<file path="src/rtl/ahb_output_arbiter.sv">
// Output-stage arbiter for one shared slave port of the AHB bus matrix.
// Chooses which input port owns the slave address phase, in round-robin or
// fixed-priority mode. The grant is frozen during locked transfers and
// during held bursts.
module ahb_output_arbiter #(
  parameter int NUM_PORTS        = 4,
  parameter int PORT_W           = $clog2(NUM_PORTS),
  parameter int ARB_MODE         = 0,
  parameter int EARLY_INCR_LIMIT = 1
) (
  input  logic                 HCLK,
  input  logic                 HRESETn,
  input  logic [NUM_PORTS-1:0] req_port,
  input  logic                 HREADYM,
  input  logic                 HSELM,
  input  logic [1:0]           HTRANSM,
  input  logic [2:0]           HBURSTM,
  input  logic                 HMASTLOCKM,
  output logic [PORT_W-1:0]    addr_in_port,
  output logic [NUM_PORTS-1:0] grant,
  output logic                 no_port,
  output logic                 burst_hold
);

  localparam logic [1:0] TR_IDLE   = 2'b00;
  localparam logic [1:0] TR_BUSY   = 2'b01;
  localparam logic [1:0] TR_NONSEQ = 2'b10;
  localparam logic [1:0] TR_SEQ    = 2'b11;

  localparam logic [2:0] BU_SINGLE = 3'd0;
  localparam logic [2:0] BU_INCR   = 3'd1;
  localparam logic [2:0] BU_WRAP4  = 3'd2;
  localparam logic [2:0] BU_INCR4  = 3'd3;
  localparam logic [2:0] BU_WRAP8  = 3'd4;
  localparam logic [2:0] BU_INCR8  = 3'd5;
  localparam logic [2:0] BU_WRAP16 = 3'd6;
  localparam logic [2:0] BU_INCR16 = 3'd7;

  localparam logic [PORT_W:0] P_ONE = (PORT_W+1)'(1);
  localparam logic [PORT_W:0] P_NUM = (PORT_W+1)'(NUM_PORTS);

  logic [3:0]             r_remain;
  logic                   r_hold;
  logic [1:0]             r_early_cnt;
  logic [PORT_W-1:0]      r_port;
  logic                   r_no_port;

  logic [3:0]             w_remain_nxt;
  logic                   w_hold_nxt;
  logic [1:0]             w_early_nxt;
  logic [PORT_W-1:0]      w_port_nxt;
  logic                   w_no_port_nxt;

  logic [PORT_W:0]        w_base;
  logic [PORT_W:0]        w_off;
  logic [PORT_W:0]        w_sum;
  logic [2*NUM_PORTS-1:0] w_req2;
  logic [2*NUM_PORTS-1:0] w_rot2;
  logic                   w_found;

  // Burst tracking: beats remaining and whether the current burst holds the grant.
  always_comb begin
    w_remain_nxt = r_remain;
    w_hold_nxt   = r_hold;
    if (!HSELM) begin
      w_remain_nxt = 4'd0;
      w_hold_nxt   = 1'b0;
    end else begin
      case (HTRANSM)
        TR_IDLE: begin
          w_remain_nxt = 4'd0;
          w_hold_nxt   = 1'b0;
        end
        TR_BUSY: begin
          w_remain_nxt = r_remain;
          w_hold_nxt   = r_hold;
        end
        TR_NONSEQ: begin
          case (HBURSTM)
            BU_WRAP16, BU_INCR16: begin w_remain_nxt = 4'd14; w_hold_nxt = 1'b1; end
            BU_WRAP8,  BU_INCR8:  begin w_remain_nxt = 4'd6;  w_hold_nxt = 1'b1; end
            BU_WRAP4,  BU_INCR4:  begin w_remain_nxt = 4'd2;  w_hold_nxt = 1'b1; end
            BU_INCR: begin
              // After enough short INCR bursts in a row, INCR stops locking out others.
              if (r_early_cnt == 2'(EARLY_INCR_LIMIT)) begin
                w_remain_nxt = 4'd0;
                w_hold_nxt   = 1'b0;
              end else begin
                w_remain_nxt = 4'd2;
                w_hold_nxt   = 1'b1;
              end
            end
            default: begin w_remain_nxt = 4'd0; w_hold_nxt = 1'b0; end
          endcase
        end
        TR_SEQ: begin
          if (r_remain == 4'd0) begin
            w_remain_nxt = 4'd0;
            w_hold_nxt   = 1'b0;
          end else begin
            w_remain_nxt = r_remain - 4'd1;
            w_hold_nxt   = r_hold;
          end
        end
      endcase
    end
  end

  // Count back-to-back bursts started while a previous one was still holding.
  always_comb begin
    w_early_nxt = r_early_cnt;
    if (!w_hold_nxt)
      w_early_nxt = 2'd0;
    else if (r_hold && (HTRANSM == TR_NONSEQ))
      w_early_nxt = (r_early_cnt == 2'd3) ? 2'd3 : r_early_cnt + 2'd1;
  end

  // Port selection: rotate the request vector to the search start and take the first hit.
  always_comb begin
    w_base = '0;
    if (!r_no_port && (ARB_MODE == 0))
      w_base = {1'b0, r_port} + P_ONE;
    w_req2  = {req_port, req_port};
    w_rot2  = w_req2 >> w_base;
    w_found = 1'b0;
    w_off   = '0;
    for (int k = 0; k < NUM_PORTS; k++) begin
      if (!w_found && w_rot2[k]) begin
        w_found = 1'b1;
        w_off   = (PORT_W+1)'(k);
      end
    end
    w_sum = w_base + w_off;
    if (w_sum >= P_NUM)
      w_sum = w_sum - P_NUM;

    w_port_nxt    = r_port;
    w_no_port_nxt = r_no_port;
    if (HMASTLOCKM || w_hold_nxt) begin
      w_port_nxt    = r_port;
      w_no_port_nxt = r_no_port;
    end else if (w_found) begin
      w_port_nxt    = w_sum[PORT_W-1:0];
      w_no_port_nxt = 1'b0;
    end else if (!r_no_port && !HSELM) begin
      w_no_port_nxt = 1'b1;
    end
  end

  // State registers; everything advances only on ready cycles.
  always_ff @(posedge HCLK or negedge HRESETn) begin
    if (!HRESETn) begin
      r_remain    <= 4'd0;
      r_hold      <= 1'b0;
      r_early_cnt <= 2'd0;
      r_port      <= '0;
      r_no_port   <= 1'b1;
    end else if (HREADYM) begin
      r_remain    <= w_remain_nxt;
      r_hold      <= w_hold_nxt;
      r_early_cnt <= w_early_nxt;
      r_port      <= w_port_nxt;
      r_no_port   <= w_no_port_nxt;
    end
  end

  // One-hot grant decode, suppressed when nobody owns the port.
  always_comb begin
    grant = '0;
    if (!r_no_port)
      grant = NUM_PORTS'(1) << r_port;
  end

  assign addr_in_port = r_port;
  assign no_port      = r_no_port;
  assign burst_hold   = r_hold;

endmodule

</file>
<file path="config.mk">
export PLATFORM = sky130hd
export DESIGN_NAME = ahb_output_arbiter
export DESIGN_NICKNAME = d
export VERILOG_FILES = /design/src/rtl/ahb_output_arbiter.sv
export SDC_FILE = /design/constraint.sdc
export NUM_CORES = 1
export LEC_CHECK = 0
export ABC_AREA = 1
export CORE_ASPECT_RATIO = 2
export CORE_UTILIZATION = 32
export CTS_BUF_LIST = sky130_fd_sc_hd__clkbuf_4 sky130_fd_sc_hd__clkbuf_8 sky130_fd_sc_hd__clkbuf_16
export CTS_CLUSTER_DIAMETER = 200
export DETAILED_ROUTE_END_ITERATION = 10
export MAX_ROUTING_LAYER = met4
export PLACE_DENSITY_LB_ADDON = 0.12
export SYNTH_ARGS = -nofsm -noshare
export SYNTH_HDL_FRONTEND = slang
export SYNTH_SLANG_ARGS = --single-unit
</file>
<file path="constraint.sdc">
create_clock -name HCLK -period 5.47 [get_ports HCLK]
set_input_delay 1.094 -clock HCLK [delete_from_list [all_inputs] [get_ports HCLK]]
set_output_delay 1.094 -clock HCLK [all_outputs]
set_load 0.1 [all_outputs]
</file>
Word-level counts from Yosys, hierarchy flattened
Index checks and enable logic that the tools add are counted.

Register bits: 10. Logic and storage cells: 75. Output and inout bits: 8.

Add/subtract/negate cells: 5. Reductions and logical operators: 22. Shifts and indexed selects: 2. Muxes and demuxes: 25. Order comparisons: 1. Equality and inequality tests: 14. Bitwise operators: 1.

Operators by type and width (number): 4-bit one-hot mux with 4 select lines (1); 3-bit == test (second input constant) (4); 4-bit 2-to-1 mux (3); 4-bit one-hot mux with 3 select lines (1); 1-bit 2-to-1 mux (10); 2-bit 2-to-1 mux (5); 3-bit 2-to-1 mux (3); 8-bit by 3-bit right shift with 4-bit output (1); 2-bit == test (second input constant) (3); 3-bit by 2-bit == test with 1-bit output (second input constant) (2); 3-bit AND reduction (2); 2-bit OR reduction (3); 6-bit OR reduction (1); 1-bit logical AND (5); 1-bit zero test (5); 2-bit by 1-bit == test with 1-bit output (second input constant) (2); 4-bit zero test (1); 1-bit one-hot mux with 4 select lines (1); 2-bit AND reduction (2); 1-bit by 2-bit left shift with 4-bit output (first input constant) (1); 4-bit by 1-bit subtractor with 4-bit output (second input constant) (1); 2-bit by 1-bit adder with 3-bit output (second input constant) (1); 3-bit adder (1); 3-bit by 1-bit == test with 1-bit output (second input constant) (1); 10 further kinds (10).

Longest topological paths before layout
Gate-level depths: netlist of the first run.

Word-level depth: 16. Mapped depth: 17. Gate-level depth less buffers: 17.

Least setup slack after synthesis of the first run
OpenSTA, ideal clock, no wires.

Path type: reg2out. Start: register r_port[0], in the netlist addr_in_port[0]. End: output port grant[3]. Arrival time: 2.659 ns. Cell stages (with the launch flop): 4. Path slack: 1.717 ns. Data required time: 4.376 ns. Path through: dfrtp_1 ha_1 inv_1 nor2_1.

Longest elaborated chain between the ends: 2.

Ends and longest elaborated chain: from (decl) (line 45) `logic [PORT_W-1:0] r_port;`; from (signal assigned) (line 162) `r_port <= w_port_nxt;`; 1-bit by 2-bit left shift with 4-bit output (line 171) `grant = NUM_PORTS'(1) << r_port;`; 4-bit 2-to-1 mux (line 170) `if (!r_no_port)`; to (decl) (line 20) `output logic [NUM_PORTS-1:0] grant,`.

No other way between the ends.

Final worst setup path of the first run
Start: register r_port[0], in the netlist addr_in_port[0]. End: output port grant[2].

The elaborated chain is that of the path after synthesis.

==> results of run 1 <==
power by group:
| part | internal [uW] | total (uW) | leakage, uW | switching [uW] |
|---|---|---|---|---|
| sequential | 88.8 | 106 | 0.000129 | 16.9 |
| combinational | 168 | 569 | 0.000475 | 401 |
| clock | 63.5 | 95.7 | 0.0000288 | 32.1 |
| total | 321 | 771 | 0.000632 | 450 |
metrics by stage:
| step | util (%) | power, uW | worst slack, ps |
|---|---|---|---|
| 2_1_floorplan | - | 562.7 | 1717 |
| 3_3_place_gp | 43.33 | 674.3 | 2402 |
| 3_5_place_dp | 43.33 | 681.1 | 2357 |
| 4_1_cts | 45.29 | 778.1 | 2103 |
| 5_1_grt | 45.29 | 825.9 | 2046 |
| 6_report | 45.29 | 770.7 | 2124 |
sequential cells by signal, indices dropped and copies added (netlist names):
name / cells
r_early_cnt: 2
addr_in_port: 2
no_port: 1
r_remain: 4
burst_hold: 1
path summary, 6_finish.rpt:
kind | from | to | slack, ps
max reg2reg | addr_in_port[0]$_DFFE_PN0P_ | addr_in_port[1]$_DFFE_PN0P_ | 2990
min reg2reg | r_early_cnt[1]$_DFFE_PN0P_ | r_early_cnt[1]$_DFFE_PN0P_ | 500
max in group asynchronous | HRESETn | no_port$_DFFE_PN1P_ | 3940
min in group asynchronous | HRESETn | burst_hold$_DFFE_PN0P_ | 1180
min | r_early_cnt[1]$_DFFE_PN0P_ | r_early_cnt[1]$_DFFE_PN0P_ | 500
max | addr_in_port[0]$_DFFE_PN0P_ | grant[2] | 2120
routing by layer:
layer,GRT usage [%],wire length [um],up-vias
li1,-,-,507
met5,-,0,-
met3,0.8357,47,5
met2,35.00,1475,16
met1,13.18,768,450
met4,7.000,47,0
worst max-delay path, cell delays in order (launching register included):
cell and delay [ps]:
dfrtp_1 420, inv_1 180, ha_1 170, inv_1 30, nor2_1 70, clkdlybuf4s50_1 1130
Yosys cell counts (3+ instances only):
cell type and n:
nand2_4 3, inv_1 23, o21ai_0 5, xnor2_1 3, nand2_1 31, nor2_1 16, nor2_2 5, a21oi_1 3
nand3_2 4, nand2_2 6, ha_1 7, nand3_1 17, inv_2 3, dfrtp_1 9
cell type report:
class | count | area (um^2)
multi-input combinational | 109 | 619.3
fill | 307 | 1534
tap | 29 | 36.28
clock buffer | 4 | 55.05
inverter | 26 | 97.59
timing repair buffer | 21 | 210.2
sequential | 10 | 251.5
logic make-up after synthesis:
group,synth area share [%]
AOI/OAI and AO/OA,6.976
buffers and inverters,10.08
adders and majority gates,9.044
xor gates and xnor gates,2.714
and+or+nand+nor,45.22
DFF,25.97
==> results.tsv, run 1 <==
stage	metric	value	unit
run_status	status	finished clean	
place	port bufs	21	
floorplan	starting density of the core	34.54	%
cts	Post-CTS Setup Bufs	0	
layout	leading cell types in the layout, fill and taps excluded	nand2_1, inv_1, clkdlybuf4s50_1	
critical_path	CP arrival	2250	ps
floorplan	I/O Pins	22	
place	Placed Cells	195	
cts	Max clock buf depth	2	
logic_synthesis	Avg Cell Area, Syn	6.679	um^2
cts	clk_lat worst skew	240	ps
route	1st-pass router iterations	4	
logic_synthesis	Post-synth top flop	dfrtp_1	
logic_synthesis	Synth area leader	dfrtp_1	
route	total number of vias	978	
floorplan	Site Rows	27	
logic_synthesis	top post-synthesis cells by area	dfrtp_1, nand2_1, ha_1, inv_1, nand3_1	
global_routing	first-pass GRT wire length	3.829	mm
place	Final Wtd Congestion	0.7345	
sta	TNS Setup	0	ps
route	vias per cell	4.915	
sta	hold_ws	501.0	ps
hold_path	hold path depth	1	
cts	CTS root buffer	clkbuf_8	
route	post-DR wirelength/cell	11.75	um
hold_path	HP Class	reg2reg	
global_routing	pin count of the biggest net entering global routing	11	
logic_synthesis	synthesized area	968.4	um^2
route	DRC viols	0	
sta	Final Critical Period	3346	ps
route	Post-Route WL	2.339	mm
global_routing	initial antenna violation count	0	
job	max cap viols	0	
floorplan	DIE HEIGHT	79.80	um
layout	share of layout cells above drive strength 1	15.88	%
critical_path	required time worst endpoint	4380	ps
sta	Worst-Margin Slew	976.8	ps
cts	Num CTS Buffers	3	
cts	CTS tree	done	
sta	Worst Skew	2.902	ps
floorplan	core area	0.002804	mm^2
global_routing	GRT Overall Usage	17.29	%
sta	worst rel slew slack	34.67	%
layout	Final nets	192	
logic_synthesis	Syn Nets	166	
logic_synthesis	fraction of registers with async set or reset after synthesis	100.0	%
power	Static Leakage	0.0006321	uW
logic_synthesis	share of the synthesized area in the top cell type	23.26	%
cts	htree depth	1	
layout	ANT cells	0	
layout	Area Overhead vs Synth	31.14	%
power	Peak VDD IR	0.2646	mV
place	placed inst area	0.001215	mm^2
global_routing	GRT overflow	0	
critical_path	nature of the critical path startpoint	flop	
sta	final setup fails	0	
layout	post-route insts no fill	199	
sta	RSZ-0062 raised after global routing	no	
logic_synthesis	register area share after synthesis	25.97	%
logic_synthesis	Syn. warnings	0	
sta	Final Hold Fails	0	
route	Initial DRC Count	25	
cts	cts repair resizes	0	
route	remaining antenna violation count	0	
sta	max-slew violations	0	
floorplan	Die W	40.90	um
cts	clock sink count	10	
logic_synthesis	count of cell types in the netlist	22	
cts	clock slew at reported path FFs	50	ps
global_routing	vias in the first global route	956	
cts	hold buffer count at cts	0	
sta	Fmax	298.9	MHz
power	PD cells	606.8	mW/mm^2
critical_path	R2R cell count	16	
floorplan	die area	0.003264	mm^2
critical_path	Setup crit end kind	output port	
critical_path	CP Class	reg2out	
critical_path	CP max FO	5	
place	hpwl dp	2.010	mm
logic_synthesis	Syn Inst Count	145	
layout	final std cell area, no fill	0.001270	mm^2
logic_synthesis	EDFF count, synth	0	
logic_synthesis	flops & latches, synth	10	
layout	commonest non-fill, non-tap cell in the layout	nand2_1	
sta	Final period util	61.17	%
Power figures use the tool's default switching activity.
==> run 2, diff against run 1 <==
==> constraint.sdc (replaced) <==
create_clock -name HCLK -period 3.1 [get_ports HCLK]
set_input_delay 0.62 -clock HCLK [delete_from_list [all_inputs] [get_ports HCLK]]
set_output_delay 0.62 -clock HCLK [all_outputs]
set_load 0.1 [all_outputs]
==> run 2 against run 1 <==
Via count shrank 2.0%. Cell count is the same. First-iteration DRC count grew 48%. Count of clock-buffer cells in the layout is the same. Sequential cell count is the same. Highest routed layer unchanged. Die area is the same. Sequential power grew 79%. Worst hold slack lost 9.3 ps.
==> results.tsv, run 2 (synthesis gave the netlist of run 1 again) <==
stage	metric	value	unit
cts	Post-CTS Setup Bufs	0	
layout	number of flip-flops in the largest register	4	
cts	clock sink count	10	
route	Initial DRC Count	37	
critical_path	Setup crit end kind	flop	
sta	TNS Setup	0	ps
layout	post-route insts no fill	199	
floorplan	DIE HEIGHT	79.80	um
critical_path	CP arrival	2500	ps
layout	Final Util	44.94	%
sta	Final period util	76.55	%
place	hpwl dp	1.960	mm
critical_path	required time worst endpoint	3230	ps
route	Post-Route WL	2.231	mm
critical_path	Worst Path Buf+Inv	3	
layout	commonest non-fill, non-tap cell in the layout	nand2_1	
cts	clk_lat worst skew	240	ps
power	Static Leakage	0.0006425	uW
global_routing	pin count of the biggest net entering global routing	11	
power	Peak VDD IR	0.4719	mV
cts	htree depth	1	
global_routing	GRT Overall Usage	15.88	%
critical_path	CP top delay family	simple AND/OR/NAND/NOR gates	
place	placed inst area	0.001205	mm^2
route	post-DR wirelength/cell	11.21	um
layout	Fill cells	322	
sta	setup ws final	726.9	ps
global_routing	GRT overflow	0	
global_routing	vias in the first global route	864	
sta	final setup fails	0	
sta	Final Critical Period	2373	ps
floorplan	Die W	40.90	um
floorplan	I/O Pins	22	
route	1st-pass router iterations	4	
run_status	status	finished clean	
critical_path	CP Cell Sequence	inv_1 -> ha_1 -> nand2_4 -> nor2_4 -> nand3_1 -> nand2_2 -> inv_2 -> a21oi_1 -> nor2_1 -> ha_1 -> xnor2_1 -> nor3_1 -> nor2_1 -> nand2_1 -> nand2_1 -> inv_1	
critical_path	CP Class	reg2reg	
layout	Final nets	192	
cts	Num CTS Buffers	3	
layout	share of layout cells above drive strength 1	22.94	%
cts	hold buffer count at cts	0	
cts	CTS tree	done	
sta	Worst-Margin Slew	469.3	ps
sta	Fmax	421.4	MHz
global_routing	initial antenna violation count	0	
layout	final std cell area, no fill	0.001260	mm^2
layout	ANT cells	0	
layout	most flop-heavy register	r_remain	
route	DRC viols	0	
place	port bufs	21	
sta	Final Hold Fails	0	
critical_path	CP max FO	8	
place	DP Worst Slack	576.7	ps
floorplan	starting density of the core	34.54	%
layout	Area Overhead vs Synth	30.10	%
sta	max-slew violations	0	
floorplan	Site Rows	27	
place	Placed Cells	195	
critical_path	CP peak stage delay	410	ps
power	PD cells	1072	mW/mm^2
floorplan	die area	0.003264	mm^2
route	vias per cell	4.814	
place	Final Wtd Congestion	0.7458	
global_routing	first-pass GRT wire length	3.456	mm
job	max cap viols	0	
sta	worst rel slew slack	68.38	%
layout	leading cell types in the layout, fill and taps excluded	nand2_1, inv_1, nand3_1	
cts	cts repair resizes	0	
route	remaining antenna violation count	0	
cts	clock slew at reported path FFs	50	ps
cts	Max clock buf depth	2	
critical_path	nature of the critical path startpoint	flop	
sta	Worst Skew	3.560	ps
route	total number of vias	958	
cts	CTS root buffer	clkbuf_8	
hold_path	HP Class	reg2reg	
floorplan	core area	0.002804	mm^2
critical_path	CP max-delay cell	dfrtp_1	
sta	RSZ-0062 raised after global routing	no	
## run 2: cell types whose count changed in the layout (fill, tap and decap cells not counted), sizes merged
cell | before | now
buf | 0 | 8
clkdlybuf4s50 | 21 | 13
## run 2: metal layers
layer	up-vias	global-route usage (%)	wire [um]
met5	-	-	0
met4	0	8.000	41
met3	4	1.671	60
met2	20	30.31	1383
met1	429	12.78	746
li1	505	-	-
## run 2: layout make-up
type	count	area, um^2	share of cell area (%)
Inverter	26	97.59	7.746
Tap cell	29	36.28	2.880
Multi-Input combinational cell	109	629.4	49.95
Sequential cell	10	251.5	19.96
Timing Repair Buffer	21	190.2	15.09
Clock buffer	4	55.05	4.369
## run 2: worst reg2reg max path, stage by stage, from the launching register on
cell and delay, ps:
dfrtp_1 410, inv_1 140, ha_1 370, nand2_4 120, nor2_4 130, nand3_1 90, nand2_2 80, inv_2 40
a21oi_1 130, nor2_1 50, ha_1 180, xnor2_1 200, nor3_1 80, nor2_1 100, nand2_1 50, nand2_1 60
inv_1 30
## run 2: stage by stage
step                total power, uW  hold slack [ps]
detailed placement             1199            489.3
CTS                            1367            500.2
global placement               1187            475.9
finish                         1351            491.6
global route                   1463            524.9
floorplan                      1004            324.4
## run 2: worst paths after layout
kind | from | end | slack [ps] | cells past startpoint
setup / recovery | addr_in_port[0]$_DFFE_PN0P_ | addr_in_port[1]$_DFFE_PN0P_ | 730 | 16
hold reg to reg | r_early_cnt[1]$_DFFE_PN0P_ | r_early_cnt[1]$_DFFE_PN0P_ | 490 | 1
min in group asynchronous | HRESETn | r_remain[2]$_DFFE_PN0P_ | 700 | 1
hold / removal | r_early_cnt[1]$_DFFE_PN0P_ | r_early_cnt[1]$_DFFE_PN0P_ | 490 | 1
max in group asynchronous | HRESETn | no_port$_DFFE_PN1P_ | 2070 | 1
setup reg to reg | addr_in_port[0]$_DFFE_PN0P_ | addr_in_port[1]$_DFFE_PN0P_ | 730 | 16
## run 2: where the power goes
group	leakage, uW	switching [uW]	total, uW	internal (uW)
logic	0.000485	708	997	288
clock network	0.0000288	52.2	164	112
registers	0.000129	33.1	190	157
total	0.000642	793	1350	557
==> run 3, diff against run 2 <==
==> constraint.sdc (replaced) <==
create_clock -name HCLK -period 2.1 [get_ports HCLK]
set_input_delay 0.42 -clock HCLK [delete_from_list [all_inputs] [get_ports HCLK]]
set_output_delay 0.42 -clock HCLK [all_outputs]
set_load 0.1 [all_outputs]
==> run 3 against run 2 <==
First-iteration DRC count down 41%. Core utilization rose by 9.3 points. Routed wire length rose by 20%. Die area unchanged. Count of clock-buffer cells in the layout stayed put. The run now ends with negative setup slack left. Non-clock buffer count is 18 higher. Critical path depth unchanged. Via count grew 10%.
==> results.tsv, run 3 (synthesis gave the netlist of run 1 again) <==
stage	metric	value	unit
layout	commonest non-fill, non-tap cell in the layout	nand2_1	
place	hpwl dp	2.194	mm
sta	Final Hold Fails	0	
route	DRC viols	0	
route	vias per cell	4.857	
sta	Worst-Margin Slew	479.0	ps
global_routing	initial antenna violation count	0	
critical_path	R2R cell count	16	
route	Post-Route WL	2.670	mm
critical_path	worst reg2reg endpoint	addr_in_port[1]$_DFFE_PN0P_	
cts	clock slew at reported path FFs	50	ps
job	max cap viols	0	
critical_path	Setup crit end kind	flop	
layout	Sequential Area	262.8	um^2
sta	Fmax	467.2	MHz
hold_path	hold wc startpoint	r_early_cnt[1]$_DFFE_PN0P_	
critical_path	CP max FO	5	
cts	htree depth	1	
layout	Area Overhead vs Synth	56.98	%
sta	Final Critical Period	2140	ps
sta	final setup fails	1	
critical_path	nature of the critical path startpoint	flop	
sta	setup ws final	-40.20	ps
sta	max-slew violations	0	
global_routing	first-pass GRT wire length	4.215	mm
cts	CTS root buffer	clkbuf_8	
floorplan	DIE HEIGHT	79.80	um
route	Initial DRC Count	22	
critical_path	CP arrival	2270	ps
floorplan	core area	0.002804	mm^2
critical_path	CP Class	reg2reg	
layout	most flop-heavy register	r_remain	
sta	Final period util	101.9	%
power	PD cells	1700	mW/mm^2
floorplan	die area	0.003264	mm^2
global_routing	GRT overflow	0	
layout	Multi-input gate area	684.4	um^2
power	Peak VDD IR	0.8925	mV
global_routing	GR met3 Demand/Resource	1.671	%
cts	clock sink count	10	
hold_path	HP Class	reg2reg	
route	total number of vias	1054	
critical_path	required time worst endpoint	2230	ps
layout	leading cell types in the layout, fill and taps excluded	nand2_1, inv_1, buf_4	
global_routing	vias in the first global route	1027	
layout	number of flip-flops in the largest register	4	
global_routing	met2 GRT Util	38.59	%
global_routing	pin count of the biggest net entering global routing	11	
global_routing	GRT Overall Usage	18.93	%
cts	Max clock buf depth	2	
sta	Worst Skew	3.247	ps
sta	RSZ-0062 raised after global routing	yes	
power	Static Leakage	0.0007463	uW
place	port bufs	21	
route	1st-pass router iterations	4	
hold_path	WHS Endpoint	r_early_cnt[1]$_DFFE_PN0P_	
critical_path	FF-to-FF Start	addr_in_port[0]$_DFFE_PN0P_	
layout	Final nets	210	
critical_path	Worst R2R Setup Slack	-40	ps
global_routing	M1 GR Usage	15.06	%
hold_path	hold path depth	1	
route	remaining antenna violation count	0	
place	Final Wtd Congestion	0.7615	
route	post-DR wirelength/cell	12.30	um
layout	Fill cells	301	
cts	hold buffer count at cts	0	
layout	Final Util	54.22	%
floorplan	Site Rows	27	
cts	CTS tree	done	
floorplan	starting density of the core	34.54	%
run_status	failing checks	negative setup slack	
run_status	status	finished with violations	
cts	clk_lat worst skew	230	ps
sta	worst rel slew slack	67.97	%
layout	share of layout cells above drive strength 1	36.17	%
floorplan	I/O Pins	22	
cts	Num CTS Buffers	3	
layout	ANT cells	0	
floorplan	Die W	40.90	um
sta	hold_ws	496.7	ps
global_routing	busiest metal layer after global routing	met2	
==> run 3: per-layer routing <==
layer  vias to the layer above  wire length [um]  share of wire [%]
li1                        544                 -                  -
met1                       494               850                 32
met2                        14              1762                 66
met3                         2                38                1.4
met4                         0                19               0.71
met5                         -                 0                  0
==> run 3: cell type report <==
type                    count  share of cell area [%]
well taps                  29                   2.387
flip-flops and latches     10                   17.28
multi-input cells         109                   45.02
clock buffers               4                   3.210
inverters                  26                   6.584
repair buffers             39                   25.51
==> run 3: worst max-delay path, stage by stage (launching register included) <==
cell and delay, ps:
dfrtp_4 450, inv_4 50, ha_4 290, nand2_8 70, buf_4 160, nand3_4 90, nand3_2 100, a21oi_2 120
nor2_1 60, ha_2 180, xnor2_2 130, inv_1 50, nor2_1 30, nor2_1 90, nand2_1 60, nand2_1 60
inv_1 30
==> run 3: report_power, final <==
group          switching [uW]  leakage, uW  internal (uW)  total, uW
Clock                    78.1    0.0000262            146        224
Sequential               46.9     0.000127            247        294
Combinational            1240     0.000593            824       2070
==> run 3: worst max-delay path by stage <==
| stage | start | end |
|---|---|---|
| 3_5_place_dp | req_port[3] | addr_in_port[1]$_DFFE_PN0P_ |
| 4_1_cts | addr_in_port[0]$_DFFE_PN0P_ | addr_in_port[1]$_DFFE_PN0P_ |
| 5_1_grt | addr_in_port[0]$_DFFE_PN0P_ | addr_in_port[1]$_DFFE_PN0P_ |
| 6_report | addr_in_port[0]$_DFFE_PN0P_ | addr_in_port[1]$_DFFE_PN0P_ |
| 3_3_place_gp | req_port[3] | addr_in_port[1]$_DFFE_PN0P_ |
| 2_1_floorplan | addr_in_port[0]$_DFFE_PN0P_ | addr_in_port[1]$_DFFE_PN0P_ |
==> run 3: timing repair <==
item                                    4_1_cts  5_1_grt
cloned                                        0        0
gates resized for setup                       3        1
buffers inserted                              1        0
endpoints found under the setup margin        1        1
pin swaps                                     4        0
==> run 3: metrics by stage <==
| step | total power (uW) | area (um^2) | std cells | setup WS (ps) | setup TNS [ps] |
|---|---|---|---|---|---|
| 5_1_grt | 2745 | 1520 | 217 | -170.0 | -170.0 |
| 2_1_floorplan | 1598 | 1025 | 145 | -149.9 | -330.2 |
| 3_3_place_gp | 2236 | 1441 | 212 | -92.56 | -92.56 |
| 3_5_place_dp | 2272 | 1441 | 212 | -139.9 | -139.9 |
| 4_1_cts | 2577 | 1518 | 217 | -31.03 | -31.03 |
| 6_report | 2584 | 1520 | 217 | -40.20 | -40.20 |
